`src/rtl/io_bridge_pkg.sv`:
```
// Shared address map, FSM state encoding and address decode for io_bridge.
package io_bridge_pkg;

  localparam logic [31:0] RAM_LAST = 32'd63;
  localparam logic [31:0] ADDR_LED = 32'd64;
  localparam logic [31:0] ADDR_SEG = 32'd65;
  localparam logic [31:0] ADDR_SW  = 32'd66;

  typedef enum logic [1:0] {IDLE, ACCESS, RESP} state_e;

  typedef enum logic [2:0] {T_RAM, T_LED, T_SEG, T_SW, T_NONE} target_e;

  // Full 32-bit compare: aliases of the peripheral addresses are unmapped.
  function automatic target_e decode_addr(input logic [31:0] a);
    if (a <= RAM_LAST)      return T_RAM;
    else if (a == ADDR_LED) return T_LED;
    else if (a == ADDR_SEG) return T_SEG;
    else if (a == ADDR_SW)  return T_SW;
    else                    return T_NONE;
  endfunction

endpackage

```
`src/rtl/io_bridge_sw_debounce.sv`:
```
// Switch synchronizer plus optional debounce (enable with macro SW_DEBOUNCE_EN).
module sw_debounce #(
  parameter int unsigned DEBOUNCE_CYCLES = 500000
) (
  input  logic        CLOCK_50,
  input  logic        reset,
  input  logic [17:0] sw_raw,
  output logic [17:0] sw_stable
);

  if (DEBOUNCE_CYCLES < 2) begin : g_bad_cfg
    $error("sw_debounce: DEBOUNCE_CYCLES must be at least 2");
  end

  logic [17:0] sync1_q, sync1_d;
  logic [17:0] sync2_q, sync2_d;

  always_comb begin
    sync1_d = sw_raw;
    sync2_d = sync1_q;
  end

  always_ff @(posedge CLOCK_50) begin
    if (reset) begin
      sync1_q <= '0;
      sync2_q <= '0;
    end else begin
      sync1_q <= sync1_d;
      sync2_q <= sync2_d;
    end
  end

`ifdef SW_DEBOUNCE_EN
  localparam int CW = (DEBOUNCE_CYCLES > 1) ? $clog2(DEBOUNCE_CYCLES) : 1;
  localparam logic [CW-1:0] CNT_MAX = CW'(DEBOUNCE_CYCLES - 1);

  logic [CW-1:0] cnt_q, cnt_d;
  logic [17:0]   stable_q, stable_d;

  // One counter for all switches: any disagreement must persist unbroken.
  always_comb begin
    cnt_d    = '0;
    stable_d = stable_q;
    if (sync2_q != stable_q) begin
      if (cnt_q == CNT_MAX) stable_d = sync2_q;
      else                  cnt_d    = cnt_q + CW'(1);
    end
  end

  always_ff @(posedge CLOCK_50) begin
    if (reset) begin
      cnt_q    <= '0;
      stable_q <= '0;
    end else begin
      cnt_q    <= cnt_d;
      stable_q <= stable_d;
    end
  end

  assign sw_stable = stable_q;
`else
  assign sw_stable = sync2_q;
`endif

endmodule

```
`src/rtl/io_bridge.sv`:
```
// Memory-mapped bridge: 64x32 RAM, LED/seven-segment registers, switch input.
// Optional switch debounce via macro SW_DEBOUNCE_EN.
module io_bridge
  import io_bridge_pkg::*;
#(
  parameter int unsigned DEBOUNCE_CYCLES = 500000
) (
  input  logic        CLOCK_50,
  input  logic        reset,
  input  logic        start,
  input  logic        wrt,
  input  logic [31:0] addr,
  input  logic [31:0] wdata,
  output logic [31:0] rdata,
  output logic        done,
  output logic        err,
  input  logic [17:0] SW,
  output logic [17:0] LED_reg,
  output logic [31:0] Seg_reg
);

  state_e      state_q, state_d;
  logic        wrt_q, wrt_d;
  logic [31:0] addr_q, addr_d;
  logic [31:0] wdata_q, wdata_d;
  logic [31:0] stage_q, stage_d;
  logic [31:0] rdata_q, rdata_d;
  logic        done_q, done_d;
  logic        err_q, err_d;
  logic [17:0] led_q, led_d;
  logic [31:0] seg_q, seg_d;
  logic        ram_we;
  logic [17:0] sw_stable;
  target_e     tgt;

  logic [31:0] mem [64];

  sw_debounce #(.DEBOUNCE_CYCLES(DEBOUNCE_CYCLES)) u_sw (
    .CLOCK_50  (CLOCK_50),
    .reset     (reset),
    .sw_raw    (SW),
    .sw_stable (sw_stable)
  );

  assign tgt = decode_addr(addr_q);

  always_comb begin
    state_d = state_q;
    wrt_d   = wrt_q;
    addr_d  = addr_q;
    wdata_d = wdata_q;
    stage_d = stage_q;
    rdata_d = rdata_q;
    done_d  = 1'b0;
    err_d   = 1'b0;
    led_d   = led_q;
    seg_d   = seg_q;
    ram_we  = 1'b0;
    case (state_q)
      IDLE: begin
        if (start) begin
          wrt_d   = wrt;
          addr_d  = addr;
          wdata_d = wdata;
          state_d = ACCESS;
        end
      end
      ACCESS: begin
        stage_d = '0;
        if (wrt_q) begin
          case (tgt)
            T_RAM:   ram_we = 1'b1;
            T_LED:   led_d  = wdata_q[17:0];
            T_SEG:   seg_d  = wdata_q;
            default: ;
          endcase
        end else begin
          case (tgt)
            T_RAM:   stage_d = mem[addr_q[5:0]];
            T_LED:   stage_d = {14'b0, led_q};
            T_SEG:   stage_d = seg_q;
            T_SW:    stage_d = {14'b0, sw_stable};
            default: stage_d = '0;
          endcase
        end
        state_d = RESP;
      end
      RESP: begin
        done_d  = 1'b1;
        err_d   = (tgt == T_NONE);
        rdata_d = stage_q;
        state_d = IDLE;
      end
      default: state_d = IDLE;
    endcase
  end

  always_ff @(posedge CLOCK_50) begin
    if (reset) begin
      state_q <= IDLE;
      wrt_q   <= 1'b0;
      addr_q  <= '0;
      wdata_q <= '0;
      stage_q <= '0;
      rdata_q <= '0;
      done_q  <= 1'b0;
      err_q   <= 1'b0;
      led_q   <= '0;
      seg_q   <= '0;
    end else begin
      state_q <= state_d;
      wrt_q   <= wrt_d;
      addr_q  <= addr_d;
      wdata_q <= wdata_d;
      stage_q <= stage_d;
      rdata_q <= rdata_d;
      done_q  <= done_d;
      err_q   <= err_d;
      led_q   <= led_d;
      seg_q   <= seg_d;
    end
  end

  // RAM is not reset, but a reset on the write edge must still cancel the write.
  always_ff @(posedge CLOCK_50) begin
    if (ram_we && !reset) mem[addr_q[5:0]] <= wdata_q;
  end

  assign rdata   = rdata_q;
  assign done    = done_q;
  assign err     = err_q;
  assign LED_reg = led_q;
  assign Seg_reg = seg_q;

endmodule

```
`config.mk`:
```
export PLATFORM = sky130hd
export DESIGN_NAME = io_bridge
export DESIGN_NICKNAME = d
export VERILOG_FILES = /design/src/rtl/io_bridge_pkg.sv /design/src/rtl/io_bridge_sw_debounce.sv /design/src/rtl/io_bridge.sv
export SDC_FILE = /design/constraint.sdc
export NUM_CORES = 2
export LEC_CHECK = 0
export ABC_CLOCK_PERIOD_IN_PS = 3550
export CORE_AREA = 2 2 402 404
export DETAILED_ROUTE_END_ITERATION = 7
export DIE_AREA = 0 0 404 406
export DONT_BUFFER_PORTS = 1
export PLACE_DENSITY_LB_ADDON = 0.3
export SYNTH_ARGS = -nofsm -noshare
export SYNTH_HDL_FRONTEND = slang
export SYNTH_SLANG_ARGS = --single-unit
```
`constraint.sdc`:
```
create_clock -name CLOCK_50 -period 3.55 [get_ports CLOCK_50]
set_clock_uncertainty 0.1 [all_clocks]
set_input_delay 0.71 -clock CLOCK_50 [delete_from_list [all_inputs] [get_ports CLOCK_50]]
set_output_delay 0.71 -clock CLOCK_50 [all_outputs]
set_load 0.05 [all_outputs]
```
==> flow_summary.json <==
{
  "timing.final.crit_share": 0.9743,
  "cp_slowest_stage_delay_ns": 0.59,
  "gp_congestion": 0.9823,
  "synthesis.nets": 4677,
  "worst_tran_pin_value_ns": 1.456,
  "wire_length_of_the_first_global_routing_pass_um": 355200,
  "static-leakage-power_nw": 29.95,
  "number_of_violations_of_the_max_capacitance_limit": 0,
  "end_kind": "register",
  "async_flop_share": 0,
  "postLayoutCellArea_sq_um": 99800,
  "maxClockFrequency_mhz": 289.1,
  "critical-path-slowest-cell": "sky130_fd_sc_hd__a22oi_1",
  "cts-root-to-sink-buffers": 3,
  "globalRoute.totalOverflow": 0,
  "worstSetupEndpoint": "stage_q[8]$_SDFFE_PP0P_",
  "tritoncts_num_sinks": 2273,
  "synth_cell_types": 76,
  "most_common_library_cell_in_the_layout_ignoring_fill_and_taps": "sky130_fd_sc_hd__edfxtp_1",
  "r2r_setup_slack_ns": 0.09,
  "finish.net_count": 5029,
  "path_cells": "buf_12, buf_4, mux4_2, a22oi_1, a221oi_1, o21a_1, a311o_1",
  "port_buffers": 0,
  "largest_reg_flops": 2048,
  "layout_min_cycle_time_ns": 3.459,
  "die-width_um": 404,
  "maxSlewHeadroom": 0.02945,
  "die_area_sq_um": 164000,
  "timing_max_transition_violations_final": 0,
  "final.setup.tns_ns": 0,
  "worst_ep_required_time_ns": 4.19,
  "power_density_nw_per_um2": 548.4,
  "cts_max_level": 4,
  "postRouteAntennaNets": 0,
  "post_drt_via_cell_ratio": 6.760,
  "syn_inst": 4591,
  "grt_setup_unrepaired": "false",
  "synthesis.area_per_instance_sq_um": 19.03,
  "hold_viol_final": 0,
  "post_synth_instance_area_sq_um": 87360,
  "drive_gt1_frac": 0.2329,
  "avgRoutedWirePerCell_um": 35.36,
  "via_count": 48770,
  "placed_cell_area_sq_um": 92270,
  "failed_checks": "DRC",
  "cts_setup_buffers": 0,
  "path_clk_slew_ns": 0.07,
  "worstSetupStartpointType": "register",
  "layout_setup_ws_ns": 0.09122,
  "io_pins": 170,
  "worstPathMaxFanout": 41,
  "worstSetupPathType": "reg2reg",
  "ys_seq_area_frac": 0.7555,
  "first_pass_iters": 8,
  "reg2regPathDepth": 7,
  "largest_net_degree_at_the_start_of_global_routing": 180,
  "globalRouteTotalUtil": 0.3109,
  "detail_route.wirelength_um": 255100,
  "synth_enable_flop_cells": 2048,
  "core.rowCount": 147,
  "inserted_clock_buffers": 213,
  "grt_antenna_before_repair": 13,
  "outcome": "finished with violations",
  "post_cts.resized_instances": 0,
  "instances_no_fill": 7215,
  "yosys_most_used_dff": "sky130_fd_sc_hd__edfxtp_1",
  "cts_tree": "done",
  "vdd.ir_drop.worst_mv": 0.5123,
  "drt_drc_violations_left": 8,
  "cts_root_buf": "sky130_fd_sc_hd__clkbuf_16",
  "most-common-layout-cells": "2,048 x sky130_fd_sc_hd__edfxtp_1, 397 x sky130_fd_sc_hd__mux4_2, 387 x sky130_fd_sc_hd__nand2_1",
  "placed_cells_incl_taps": 6736,
  "hold-path-cell-count": 2,
  "hpwlAfterDp_um": 153200,
  "detail_route.iter0.violations": 7564,
  "post-layout-total-power_mw": 54.73,
  "finalSetupViolations": 0,
  "worst_skew_pair.late_latency_ns": 0.85,
  "number_of_global_route_vias_before_repair": 46730,
  "number_of_synthesis_warnings": 0,
  "cts_hold_buf": 78,
  "fp.dieH_um": 406,
  "place_ws_ns": 0.1582,
  "regToRegEndpoint": "stage_q[8]$_SDFFE_PP0P_",
  "arrival_time_worst_endpoint_ns": 4.10,
  "hp-class": "in2reg",
  "core_region_area_sq_um": 159600,
  "synth.ff_latch_count": 2273,
  "floorplan.initialDensity": 0.5472,
  "synthesis_to_finish_area_growth_pct": 14.23
}
==> how the worst min path moves through the flow <==
stage,slack [ns],endpoint,startpoint
3_5_place_dp,0.32,u_sw.sw_stable[2]$_SDFF_PP0_,u_sw.sync1_q[2]$_SDFF_PP0_
5_1_grt,0.007,addr_q[4]$_SDFFE_PP0P_,addr[4]
6_report,0.02,addr_q[4]$_SDFFE_PP0P_,addr[4]
4_1_cts,0.005,register,addr[4]
3_3_place_gp,0.32,u_sw.sw_stable[3]$_SDFF_PP0_,u_sw.sync1_q[3]$_SDFF_PP0_
2_1_floorplan,0.31,u_sw.sw_stable[0]$_SDFF_PP0_,u_sw.sync1_q[0]$_SDFF_PP0_
==> synthesized netlist by cell type, types with 7 or more instances <==
library cell               number  area share
sky130_fd_sc_hd__a211oi_1      18      0.0015
sky130_fd_sc_hd__a21o_1         7     0.00060
sky130_fd_sc_hd__a21oi_1      199       0.011
sky130_fd_sc_hd__a221o_1       35      0.0040
sky130_fd_sc_hd__a221oi_1      81      0.0081
sky130_fd_sc_hd__a221oi_2       8      0.0014
sky130_fd_sc_hd__a22o_1        15      0.0015
sky130_fd_sc_hd__a22oi_1       64      0.0055
sky130_fd_sc_hd__a311oi_1      11      0.0011
sky130_fd_sc_hd__and2_1        10     0.00072
sky130_fd_sc_hd__and3_1        12     0.00086
sky130_fd_sc_hd__buf_1         19     0.00082
sky130_fd_sc_hd__buf_12        14      0.0032
sky130_fd_sc_hd__buf_2         57      0.0033
sky130_fd_sc_hd__buf_4         13      0.0011
sky130_fd_sc_hd__buf_6         32      0.0041
sky130_fd_sc_hd__buf_8         19      0.0033
sky130_fd_sc_hd__clkbuf_1     127      0.0055
sky130_fd_sc_hd__dfxtp_1      225       0.052
sky130_fd_sc_hd__edfxtp_1    2048        0.70
sky130_fd_sc_hd__mux2_2        17      0.0022
sky130_fd_sc_hd__mux2i_1      286       0.033
sky130_fd_sc_hd__mux4_2       397        0.10
sky130_fd_sc_hd__nand2_1      388       0.017
sky130_fd_sc_hd__nand2b_1      10     0.00072
sky130_fd_sc_hd__nand3_1       43      0.0025
sky130_fd_sc_hd__nor2_1       109      0.0047
sky130_fd_sc_hd__nor2b_1       49      0.0035
sky130_fd_sc_hd__nor3_1        37      0.0021
sky130_fd_sc_hd__o211ai_1       9     0.00077
sky130_fd_sc_hd__o21ai_0       61      0.0035
sky130_fd_sc_hd__o21ai_1       31      0.0018
sky130_fd_sc_hd__o22ai_1       15      0.0011
sky130_fd_sc_hd__o31ai_1       11     0.00095
==> kinds of logic (layout without fill, tap and decap cells) <==
logic type,after synthesis,in the layout,share of synthesized area
flops,2273,2273,0.7555
simple gates,709,709,0.03664
mux,702,702,0.1376
compound gates,619,619,0.04874
buf+inv,288,820,0.02155
other cells,0,6,0
==> power by group <==
group,switching [mW],internal [mW],total [mW]
Sequential,0.403,29.3,29.7
Clock,9.81,12.2,22.0
Combinational,1.91,1.15,3.06
Total,12.1,42.6,54.7
==> metal layers <==
| metal | wire length, um | vias up | global-route usage |
|---|---|---|---|
| met5 | 33 | - | 0 |
| met2 | 118600 | 3422 | 0.4814 |
| met4 | 13030 | 6 | 0.1358 |
| met1 | 91820 | 25280 | 0.4224 |
| li1 | - | 19390 | - |
| met3 | 31610 | 671 | 0.07816 |
==> critical path, delay by kind of cell, from the launching register on <==
kind	cells	cell delay, ns
compound gates	4	1.51
flops	1	0.47
buf+inv	2	0.71
mux	1	0.56
==> stage by stage <==
stage                     hold WS [ns]  utilization
after global routing          0.006699       0.6250
final                          0.01974       0.6251
after CTS                     0.004812       0.6250
after detailed placement        0.3220       0.5780
after floorplan                 0.3138            -
after global placement          0.3193       0.5780
==> cell type report <==
| cell class | count | area, sq um |
|---|---|---|
| antenna | 6 | 15.01 |
| clock buffer | 292 | 5809 |
| clock inverter | 103 | 897.1 |
| fill | 10900 | 59850 |
| inverter | 7 | 33.78 |
| multi-input combinational | 2030 | 20010 |
| sequential | 2273 | 66060 |
| tap | 2086 | 2610 |
| timing repair buffer | 418 | 4364 |
Power figures use the tool's default switching activity.
